### config.mk
export PLATFORM = sky130hd
export DESIGN_NAME = toggle_monitor
export DESIGN_NICKNAME = d
export VERILOG_FILES = /design/src/rtl/toggle_monitor_pkg.sv /design/src/rtl/toggle_monitor_popcount.sv /design/src/rtl/toggle_monitor.sv
export SDC_FILE = /design/constraint.sdc
export NUM_CORES = 1
export LEC_CHECK = 0
export BUFFER_PORTS_ARGS = -buffer_cell sky130_fd_sc_hd__buf_2
export CORE_AREA = 2 2 117 147
export DETAILED_ROUTE_END_ITERATION = 8
export DIE_AREA = 0 0 119 149
export GPL_TIMING_DRIVEN = 0
export MAX_ROUTING_LAYER = met4
export PLACE_DENSITY = 0.71
export SLEW_MARGIN = 20
export SYNTH_ARGS = -nofsm -noshare
export SYNTH_HDL_FRONTEND = slang
export SYNTH_SLANG_ARGS = --single-unit
### constraint.sdc
create_clock -name clk -period 6.9 [get_ports clk]
set_clock_uncertainty 0.15 [all_clocks]
set_input_delay 0.345 -clock clk [delete_from_list [all_inputs] [get_ports clk]]
set_output_delay 0.345 -clock clk [all_outputs]
set_load 0.02 [all_outputs]
### src/rtl/toggle_monitor_pkg.sv
// Shared types and sizing helpers for the adder toggle monitor and its relatives.
package toggle_pkg;

    localparam int DATA_W_DEF = 33;
    localparam int CNT_W_DEF  = 32;

    typedef enum logic [2:0] {
        IDLE,
        PRIME,
        COUNT,
        DRAIN,
        DONE
    } state_t;

    // Bits needed to hold a population count of a w-bit word (0..w inclusive).
    function automatic int cnt_width(input int w);
        return $clog2(w + 1);
    endfunction

endpackage

### src/rtl/toggle_monitor_popcount.sv
// Purely combinational population count, sized for any word width.
module popcount #(
    parameter int WIDTH = 33
) (
    input  logic [WIDTH-1:0]             data,
    output logic [$clog2(WIDTH+1)-1:0]   count
);

    localparam int CW = $clog2(WIDTH + 1);

    always_comb begin
        count = '0;
        for (int i = 0; i < WIDTH; i++) begin
            count = count + CW'(data[i]);
        end
    end

endmodule

### src/rtl/toggle_monitor.sv
// Measures switching activity of an adder output word over a window of transitions:
// total bit flips, number of transitions and the worst single-transition flip count.
module toggle_monitor
    import toggle_pkg::*;
#(
    parameter int DATA_W = DATA_W_DEF,
    parameter int CNT_W  = CNT_W_DEF
) (
    input  logic                           clk,
    input  logic                           rst,
    input  logic                           start,
    input  logic [15:0]                    window_len,
    input  logic                           in_valid,
    input  logic [DATA_W-1:0]              in_data,
    output logic                           in_ready,
    output logic                           busy,
    output logic                           done,
    output logic [CNT_W-1:0]               toggle_total,
    output logic [15:0]                    sample_count,
    output logic [cnt_width(DATA_W)-1:0]   max_toggles
);

    localparam int PC_W = cnt_width(DATA_W);

    state_t            state;
    logic [DATA_W-1:0] prev;
    logic [PC_W-1:0]   pc_now;
    logic [PC_W-1:0]   pc_reg;
    logic              pc_valid;
    logic [15:0]       win_len;
    logic [15:0]       trans_cnt;
    logic              accept;
    logic [CNT_W:0]    sum;
    logic [CNT_W-1:0]  total_next;

    assign accept = in_valid & in_ready;

    // One spare carry bit detects overflow so the total clamps instead of wrapping.
    assign sum        = {1'b0, toggle_total} + (CNT_W + 1)'(pc_reg);
    assign total_next = sum[CNT_W] ? '1 : sum[CNT_W-1:0];

    popcount #(.WIDTH(DATA_W)) u_popcount (
        .data  (in_data ^ prev),
        .count (pc_now)
    );

    always_ff @(posedge clk) begin
        if (rst) begin
            state        <= IDLE;
            prev         <= '0;
            pc_reg       <= '0;
            pc_valid     <= 1'b0;
            win_len      <= '0;
            trans_cnt    <= '0;
            toggle_total <= '0;
            sample_count <= '0;
            max_toggles  <= '0;
            in_ready     <= 1'b0;
            busy         <= 1'b0;
            done         <= 1'b0;
        end else begin
            done     <= 1'b0;
            pc_valid <= 1'b0;

            // Second pipeline stage: fold the previously registered flip count in.
            if (pc_valid) begin
                toggle_total <= total_next;
                sample_count <= sample_count + 16'd1;
                if (pc_reg > max_toggles) begin
                    max_toggles <= pc_reg;
                end
            end

            case (state)
                IDLE: begin
                    if (start) begin
                        toggle_total <= '0;
                        sample_count <= '0;
                        max_toggles  <= '0;
                        trans_cnt    <= '0;
                        if (window_len != 16'd0) begin
                            win_len  <= window_len;
                            state    <= PRIME;
                            in_ready <= 1'b1;
                            busy     <= 1'b1;
                        end else begin
                            state <= DONE;
                        end
                    end
                end
                PRIME: begin
                    if (accept) begin
                        prev  <= in_data;
                        state <= COUNT;
                    end
                end
                COUNT: begin
                    if (accept) begin
                        prev      <= in_data;
                        pc_reg    <= pc_now;
                        pc_valid  <= 1'b1;
                        trans_cnt <= trans_cnt + 16'd1;
                        if (trans_cnt + 16'd1 == win_len) begin
                            state    <= DRAIN;
                            in_ready <= 1'b0;
                        end
                    end
                end
                DRAIN: begin
                    state <= DONE;
                    busy  <= 1'b0;
                end
                DONE: begin
                    state <= IDLE;
                    done  <= 1'b1;
                end
                default: begin
                    state    <= IDLE;
                    in_ready <= 1'b0;
                    busy     <= 1'b0;
                end
            endcase
        end
    end

endmodule
# Word-level counts from Yosys, hierarchy flattened
# Cells that the tools add are included.
# word_totals
n_memories,0
latch_bits,0
ramBits,0
regBits,132
word_cells,105
mem_bits_ro,0
# classes
muxes,28
order_cmp,1
n_shift,0
n_addsub,35
eq_ne,10
reduce_logical,14
bitwise,5
n_mul,0
div_mod_pow,0
# op_table
op,count
$add A6 B1 Y6,31
$mux W32,4
$mux W16,5
$add A32 B6 Y33,1
$xor A33 B33 Y33,1
$add A16 B1 Y16 const B,2
$pmux W16 S2,1
$mux W6,4
$eq A16 B16 Y1,1
$reduce_bool A16 Y1,1
$mux W3,5
$pmux W3 S4,1
$ne A2 B2 Y1 const B,5
$reduce_and A3 Y1,3
$eq A3 B2 Y1 const B,2
$gt A6 B6 Y1,1
$mux W1,6
$reduce_or A3 Y1,2
$reduce_and A5 Y1,1
$reduce_and A2 Y1,2
$reduce_and A4 Y1,1
$reduce_or A2 Y1,2
$eq A3 B1 Y1 const B,1
$eq A3 B3 Y1 const B,1
7 further kinds,9

# Longest topological paths before layout
# Gate-level depths: netlist (run 1).
# logic_depth
word_depth,33
ltp_mapped,18
depth_no_buf,18

# Modules after synthesis
# Synthesis (run 1) repeated with hierarchy kept, for this count alone.
# hier_totals
hier_cells,908
hier_area_um2,7492.2
# by_module_without_submodules
module,cells_each,area_per_inst_um2,n_inst
toggle_monitor,805,6535.0,1
popcount,103,957.2,1

# Least setup slack after synthesis (run 1)
# OpenSTA, ideal clock, no wires.
# synth_timing
path_kind,in2reg
startpoint,input in_data[0]
endpoint,register pc_reg[4]
setup_ns,0.070
t_required_ns,6.680
path_buffers,0
t_arrival_ns,5.195
cell_stages,17
path_slack_ns,1.484
cell_sequence,xor2_1 > ha_1 > fa_1 > fa_1 > fa_1 > fa_1 > inv_1 > fa_1 > fa_1 > inv_1 > ha_1 > fa_1 > a21o_1 > a21oi_1 > xnor2_1 > nand2_1 > a21oi_1
# synth_via
elab_chain_cells,33
# synth_rtl
element,line,rtl
"start, declared",toggle_monitor.sv:14,"input logic [DATA_W-1:0] in_data,"
$xor A33 B33 Y33,toggle_monitor.sv:43,".data (in_data ^ prev),"
$add A1 B1 Y2,toggle_monitor_popcount.sv:14,count = count + CW'(data[i]);
$add A6 B1 Y6 (31 in series),toggle_monitor_popcount.sv:14,
"end signal, assigned",toggle_monitor.sv:100,pc_reg <= pc_now;
"end, declared",toggle_monitor.sv:28,logic [PC_W-1:0] pc_reg;
# Every way passes these cells.
# A chain may end at the register's enable or synchronous reset.

# Final worst setup path (run 1)
# layout_timing
startpoint,register prev[0]
endpoint,register pc_reg[4]
# layout_via
elab_chain_cells,33
# layout_rtl
element,line,rtl
"start, declared",toggle_monitor.sv:26,logic [DATA_W-1:0] prev;
"start signal, assigned",toggle_monitor.sv:93,prev <= in_data;
"start signal, assigned",toggle_monitor.sv:99,prev <= in_data;
$xor A33 B33 Y33,toggle_monitor.sv:43,
$add A1 B1 Y2,toggle_monitor_popcount.sv:14,
$add A6 B1 Y6 (31 in series),toggle_monitor_popcount.sv:14,
# Every way passes these cells.

==> results of run 1 <==
cell usage after synthesis, types with 2 or more instances:
cell type	count	area, sq um
or3_1	4	25.0
a211oi_1	14	105
a21o_1	6	45.0
mux2i_1	25	250
buf_2	6	30.0
and4_1	4	35.0
ha_1	22	275
fa_1	26	521
nor2b_1	6	37.5
nand2_1	109	409
and2_0	2	12.5
nor4_1	10	62.6
o21a_1	9	67.6
nand4_1	14	87.6
dfxtp_1	132	2640
a31oi_1	8	50.1
nor3b_1	3	22.5
nand3_1	22	110
clkbuf_1	33	124
nor2_1	83	312
nand2b_1	3	18.8
and3_1	13	81.3
nor3_2	2	20.0
xor2_1	40	350
a21oi_1	82	410
nor3_1	19	95.1
o221a_2	6	67.6
inv_1	41	154
xnor2_1	45	394
a311oi_1	8	70.1
o21ai_0	19	95.1
and2_1	3	18.8
area by class of cell:
type	instances	area, sq um
Fill cell	1543	7900
Multi-Input combinational cell	631	4270
Sequential cell	132	2640
Timing Repair Buffer	108	541
Clock buffer	19	433
Tap cell	220	275
Buffer	41	169
Inverter	41	154
Clock inverter	13	128
logic make-up after synthesis:
group / after synthesis / synth area share, %
and+or+nand+nor: 309 / 20.3
AOI/OAI and AO/OA: 162 / 13.7
DFF: 132 / 36.5
xor gates and xnor gates: 85 / 10.3
buffers and inverters: 82 / 4.46
adders and majority gates: 49 / 11.1
muxes: 26 / 3.61
metal layers:
layer  GRT usage (%)  up-vias  share of wire (%)  wire length, microns
met2            32.4      147                 48                  7920
met4            7.68        0                2.3                   375
met1            23.9     2911                 46                  7560
met5               -        -                  0                     0
li1                -     3169                  -                     -
met3            4.36       29                4.2                   698
metrics by stage:
stage | instance area [sq um] | util, % | std cells | worst slack, ns
after detailed placement | 8050 | 48.8 | 1173 | 1.19
after global placement | 8050 | 48.8 | 1173 | 1.19
after global routing | 8610 | 52.2 | 1205 | 1.04
after CTS | 8610 | 52.2 | 1205 | 1.27
final | 8610 | 52.2 | 1205 | 1.31
after floorplan | 7240 | - | 845 | 1.48
final timing paths:
| check | end | depth (start not counted) | from |
|---|---|---|---|
| setup / recovery | pc_reg[4] | 17 | prev[0] |
| hold / removal | win_len[8] | 3 | window_len[8] |
| setup reg to reg | pc_reg[4] | 17 | prev[0] |
| hold reg to reg | prev[7] | 2 | prev[7] |
cells in the final DEF, fill, tap and decap left out, types with 8 or more instances in the layout:
cell type | synthesis | final
xor2_1 | 40 | 40
fa_1 | 26 | 26
clkbuf_16 | 0 | 17
and3_1 | 13 | 13
xnor2_1 | 45 | 45
inv_1 | 41 | 41
nor3_1 | 19 | 19
buf_2 | 6 | 114
clkbuf_1 | 33 | 35
a31oi_1 | 8 | 8
o21a_1 | 9 | 9
a311oi_1 | 8 | 8
nand4_1 | 14 | 14
a211oi_1 | 14 | 14
o21ai_0 | 19 | 19
nor2_1 | 83 | 83
a21oi_1 | 82 | 82
dfxtp_1 | 132 | 132
nand3_1 | 22 | 22
nand2_1 | 109 | 109
nor4_1 | 10 | 10
ha_1 | 22 | 22
mux2i_1 | 25 | 25
tightest hold or removal path, delay by kind of cell:
kind,cells,cell delay (ns)
simple gates,1,0.07
mux,1,0.06
buf+inv,1,0.09
power breakdown:
group	total [mW]	internal, mW	switching [mW]
Sequential	0.801	0.784	0.0167
Clock	0.856	0.500	0.356
Combinational	1.05	0.481	0.573
==> run summary, run 1 <==
Worst Setup End Kind -> flop
DPL Wire Length -> 12.4 mm
Setup-failing EPs final -> 0
TritonCTS clock tree -> yes
CTS Sinks -> 132
PwrDens -> 315 mW/mm^2
syn avg cell area -> 8.56 sq um
Tot GR Track Use -> 19.8%
die width -> 119 microns
P_leak -> 3.47 nW
EDFF count, synth -> 0
WP buf/inv -> 2
vias in the first global route -> 5951
CP dominant cell by count -> fa_1
total I/O pin count -> 110
Largest regs -> prev: 33 flops, toggle_total: 32 flops
Pwr Total -> 2.71 mW
Pins Over Slew Limit -> 0
final hold vios -> 0
worst-skew pair later-pin latency -> 0.43 ns
CORE AREA -> 0.0165 sq mm
FFs w/ async S/R, synth -> 0%
fmax -> 0.179 GHz
Num CTS Buffers -> 17
worst vdd ir -> 297 uV
Top delay family on crit path -> adder cells
period utilisation layout -> 81.1%
Final min period -> 5.59 ns
Pre-antenna DRT Iters -> 5
vias per std cell -> 5.19
Max clock buf depth -> 2
HP Class -> input pin to flop
# Max-Cap Violations -> 0
post-synthesis instance area -> 0.00724 sq mm
crit-path max cell delay -> 0.54 ns
DR iter-0 viols -> 411
Final Wtd Congestion -> 0.921
post-synthesis sequential area ratio -> 36.5%
Congestion Overflow GR -> 0
Detailed Route WL -> 16.6 mm
status -> finished, final reports clean
share of cells above drive strength 1 -> 16.5%
Req. time, crit path -> 7.10 ns
Mapped Cells -> 845
max reg flops -> 33
RSZ-0062 raised after global routing -> no
r2r setup slk -> 1.31 ns
Post-Syn Nets -> 946
per-cell routed wire length -> 13.7 microns
slowest stage cell, crit path -> fa_1
DIE AREA -> 0.0177 sq mm
#FFs+latches synth -> 132
initial core utilization -> 43.8%
Area growth, synth to finish -> 19.0%
post-CTS setup buffers -> 0
CP Cell Sequence -> xor2_1, ha_1, fa_1, fa_1, fa_1, fa_1, inv_1, fa_1, fa_1, inv_1, ha_1, fa_1, a21o_1, a21oi_1, xnor2_1, nand2_1, a21oi_1
Hold Buf Count CTS -> 0
Port Buffers -> 108
Root Buffer -> clkbuf_16
Total Nets Final -> 1073
Resized cells post-CTS -> 0
DRT antenna net count -> 0
Synth warnings -> 0
Hold WS -> 0.0199 ns
DRC Markers -> 0
post-synthesis cell type count -> 58
# rows -> 53
kind of critical path -> flop to flop
initial antenna violation count -> 0
Most used DFF post-synth -> dfxtp_1
Slew @ Worst Pin -> 0.934 ns
CP startpoint kind -> flop
slew margin rel. -> 36.1%
Setup TNS -> 0 ns
vias -> 6256
ant diodes -> 0
first-pass GRT wire length -> 27.6 mm
largest net degree at the start of global routing -> 17
Worst-path clk slew -> 0.06 ns
Die H -> 149 microns
H-Tree Depth -> 4
Critical Path AT -> 5.80 ns
register name with the most flops -> prev
Worst Path Max Fanout -> 2
Note: power is estimated with default switching activity, not from simulation.
==> run 2, diff against run 1 <==
Settings changed: PLACE_DENSITY 0.71 to 0.73.
Clock period 6.9 ns to 5.1 ns, I/O delays scaled along.
==> run 2 against run 1 <==
Compared with the run above:
- the run now ends with setup timing left
- critical path depth fell by 1
- sequential cell count stayed put
- cell area increased by 6.7%
- largest power group unchanged
==> run summary, run 2 (synthesis results as in run 1) <==
status -> finished, violations left
failing checks -> setup timing
Largest regs -> prev: 33 flops, toggle_total: 32 flops
PwrDens -> 431 mW/mm^2
area of the multi-input gates -> 0.00429 sq mm
Port Buffers -> 108
Worst Setup SP -> prev[0]
CORE AREA -> 0.0165 sq mm
register area -> 0.00264 sq mm
Total Nets Final -> 1125
Net Sw Frac -> 34.0%
Hold WS -> 0.171 ns
DIE AREA -> 0.0177 sq mm
slew margin rel. -> 36.8%
Tot GR Track Use -> 21.0%
Worst-path clk slew -> 0.06 ns
Worst Path Max Fanout -> 2
RSZ-0062 raised after global routing -> yes
Root Buffer -> clkbuf_16
DPL Wire Length -> 12.8 mm
R2R depth -> 16
placed cells -> 1173
Critical Path AT -> 5.37 ns
fill count -> 1461
Max clock buf depth -> 2
TritonCTS clock tree -> yes
first-pass GRT wire length -> 29.2 mm
worst-skew pair later-pin latency -> 0.43 ns
Pint -> 2.61 mW
Die H -> 149 microns
die width -> 119 microns
Req. time, crit path -> 5.24 ns
Setup crit end -> pc_reg[5]
kind of critical path -> flop to flop
period utilisation layout -> 103%
Pre-antenna DRT Iters -> 6
grt met3 use -> 3.78%
Non-Filler Instances -> 1257
ant diodes -> 0
# Max-Cap Violations -> 0
Comb pwr share -> 40.6%
total I/O pin count -> 110
total net switching power -> 1.35 mW
commonest cells after routing, fill and taps aside -> dfxtp_1, buf_2, nand2_1
register share of total power -> 27.4%
DRT antenna net count -> 0
Congestion Overflow GR -> 0
P_leak -> 3.71 nW
Setup-failing EPs final -> 3
Pins Over Slew Limit -> 0
reg2reg end -> pc_reg[5]
largest net degree at the start of global routing -> 17
Num CTS Buffers -> 17
vias per std cell -> 5.20
fmax -> 0.191 GHz
Post-DP Area -> 0.00806 sq mm
Final min period -> 5.23 ns
pre-CTS setup slack -> -0.270 ns
r2r setup slk -> -0.13 ns
max reg flops -> 33
CTS Sinks -> 132
DR iter-0 viols -> 402
Pwr Total -> 3.96 mW
fin area -> 0.00919 sq mm
HP Class -> input pin to flop
Area growth, synth to finish -> 27.0%
vias -> 6538
Most Crowded Layer GR -> met2
Clk pwr share -> 32.0%
initial antenna violation count -> 0
CP startpoint kind -> flop
# rows -> 53
H-Tree Depth -> 4
Worst Setup End Kind -> flop
Slew @ Worst Pin -> 0.942 ns
GR Util met2 -> 36.7%
worst vdd ir -> 496 uV
Detailed Route WL -> 18.0 mm
met1 Use GR -> 24.0%
initial core utilization -> 43.8%
per-cell routed wire length -> 14.3 microns
Final Wtd Congestion -> 0.917
reg2reg start -> prev[0]
most common cell after layout, fill and taps aside -> dfxtp_1
final hold vios -> 0
share of cells above drive strength 1 -> 16.8%
vias in the first global route -> 6277
setup ws final -> -0.130 ns
DRC Markers -> 0
register name with the most flops -> prev
run 2: cell types whose count changed in the layout (fill, tap and decap cells not counted), sizes merged:
cell,delta
clkinvlp,+2
dlygate4sd3,+49
clkbuf,-2
buf,+3
bufinv,+2
clkinv,-2
run 2: timing repair:
item                                    4_1_cts  5_1_grt
resized for setup                             2        1
endpoints found under the setup margin        3        5
hold endpoints to repair                     49        0
buffers inserted                              2        1
hold buffers                                 49        0
pin swaps                                    15        7
run 2: power by group through the flow:
stage	clock (mW)	sequential [mW]	combinational (mW)
6_report	1.27	1.09	1.61
5_1_grt	1.33	1.09	1.85
4_1_cts	1.29	1.08	1.62
3_5_place_dp	0	1.11	1.47
3_3_place_gp	0	1.11	1.41
2_1_floorplan	0	1.10	1.19
run 2: metrics by stage:
stage          TNS [ns]  utilization (%)
3_3_place_gp     -0.353             48.8
4_1_cts          -0.658             55.6
3_5_place_dp     -0.532             48.8
2_1_floorplan         0                -
5_1_grt          -0.966             55.7
6_report         -0.337             55.7
run 2: worst min path at each step:
stage                     startpoint           end  cells past startpoint
final                       in_valid  trans_cnt[3]                      4
after global routing        in_valid  trans_cnt[3]                      4
after CTS                   in_valid  trans_cnt[3]                      4
after detailed placement    prev[23]      prev[23]                      2
after global placement      prev[15]      prev[15]                      2
after floorplan           in_data[0]       prev[0]                      2
run 2: layout make-up:
cell class	count	share of cell area [%]
Timing Repair Buffer	160	11.5
Clock inverter	15	1.97
Multi-Input combinational cell	631	46.7
Sequential cell	132	28.8
Buffer	41	1.84
Inverter	41	1.67
Tap cell	220	2.99
Clock buffer	17	4.63
run 2: worst max-delay path: stages, from the launching register on:
cell and delay (ns):
dfxtp_2 0.34, xor2_2 0.18, ha_1 0.31, fa_1 0.53
fa_1 0.40, fa_1 0.49, fa_1 0.53, fa_1 0.56
inv_1 0.06, fa_1 0.53, inv_1 0.07, ha_1 0.29
a21o_1 0.19, a21oi_2 0.16, nor2b_1 0.06, o211ai_1 0.17
a21oi_1 0.09
run 2: metal layers:
metal | up-vias | share of wire (%) | wire [microns]
li1 | 3262 | - | -
met1 | 3060 | 43 | 7820
met2 | 188 | 50 | 9020
met3 | 28 | 4.4 | 794
met4 | 0 | 2.0 | 369
met5 | - | 0 | 0
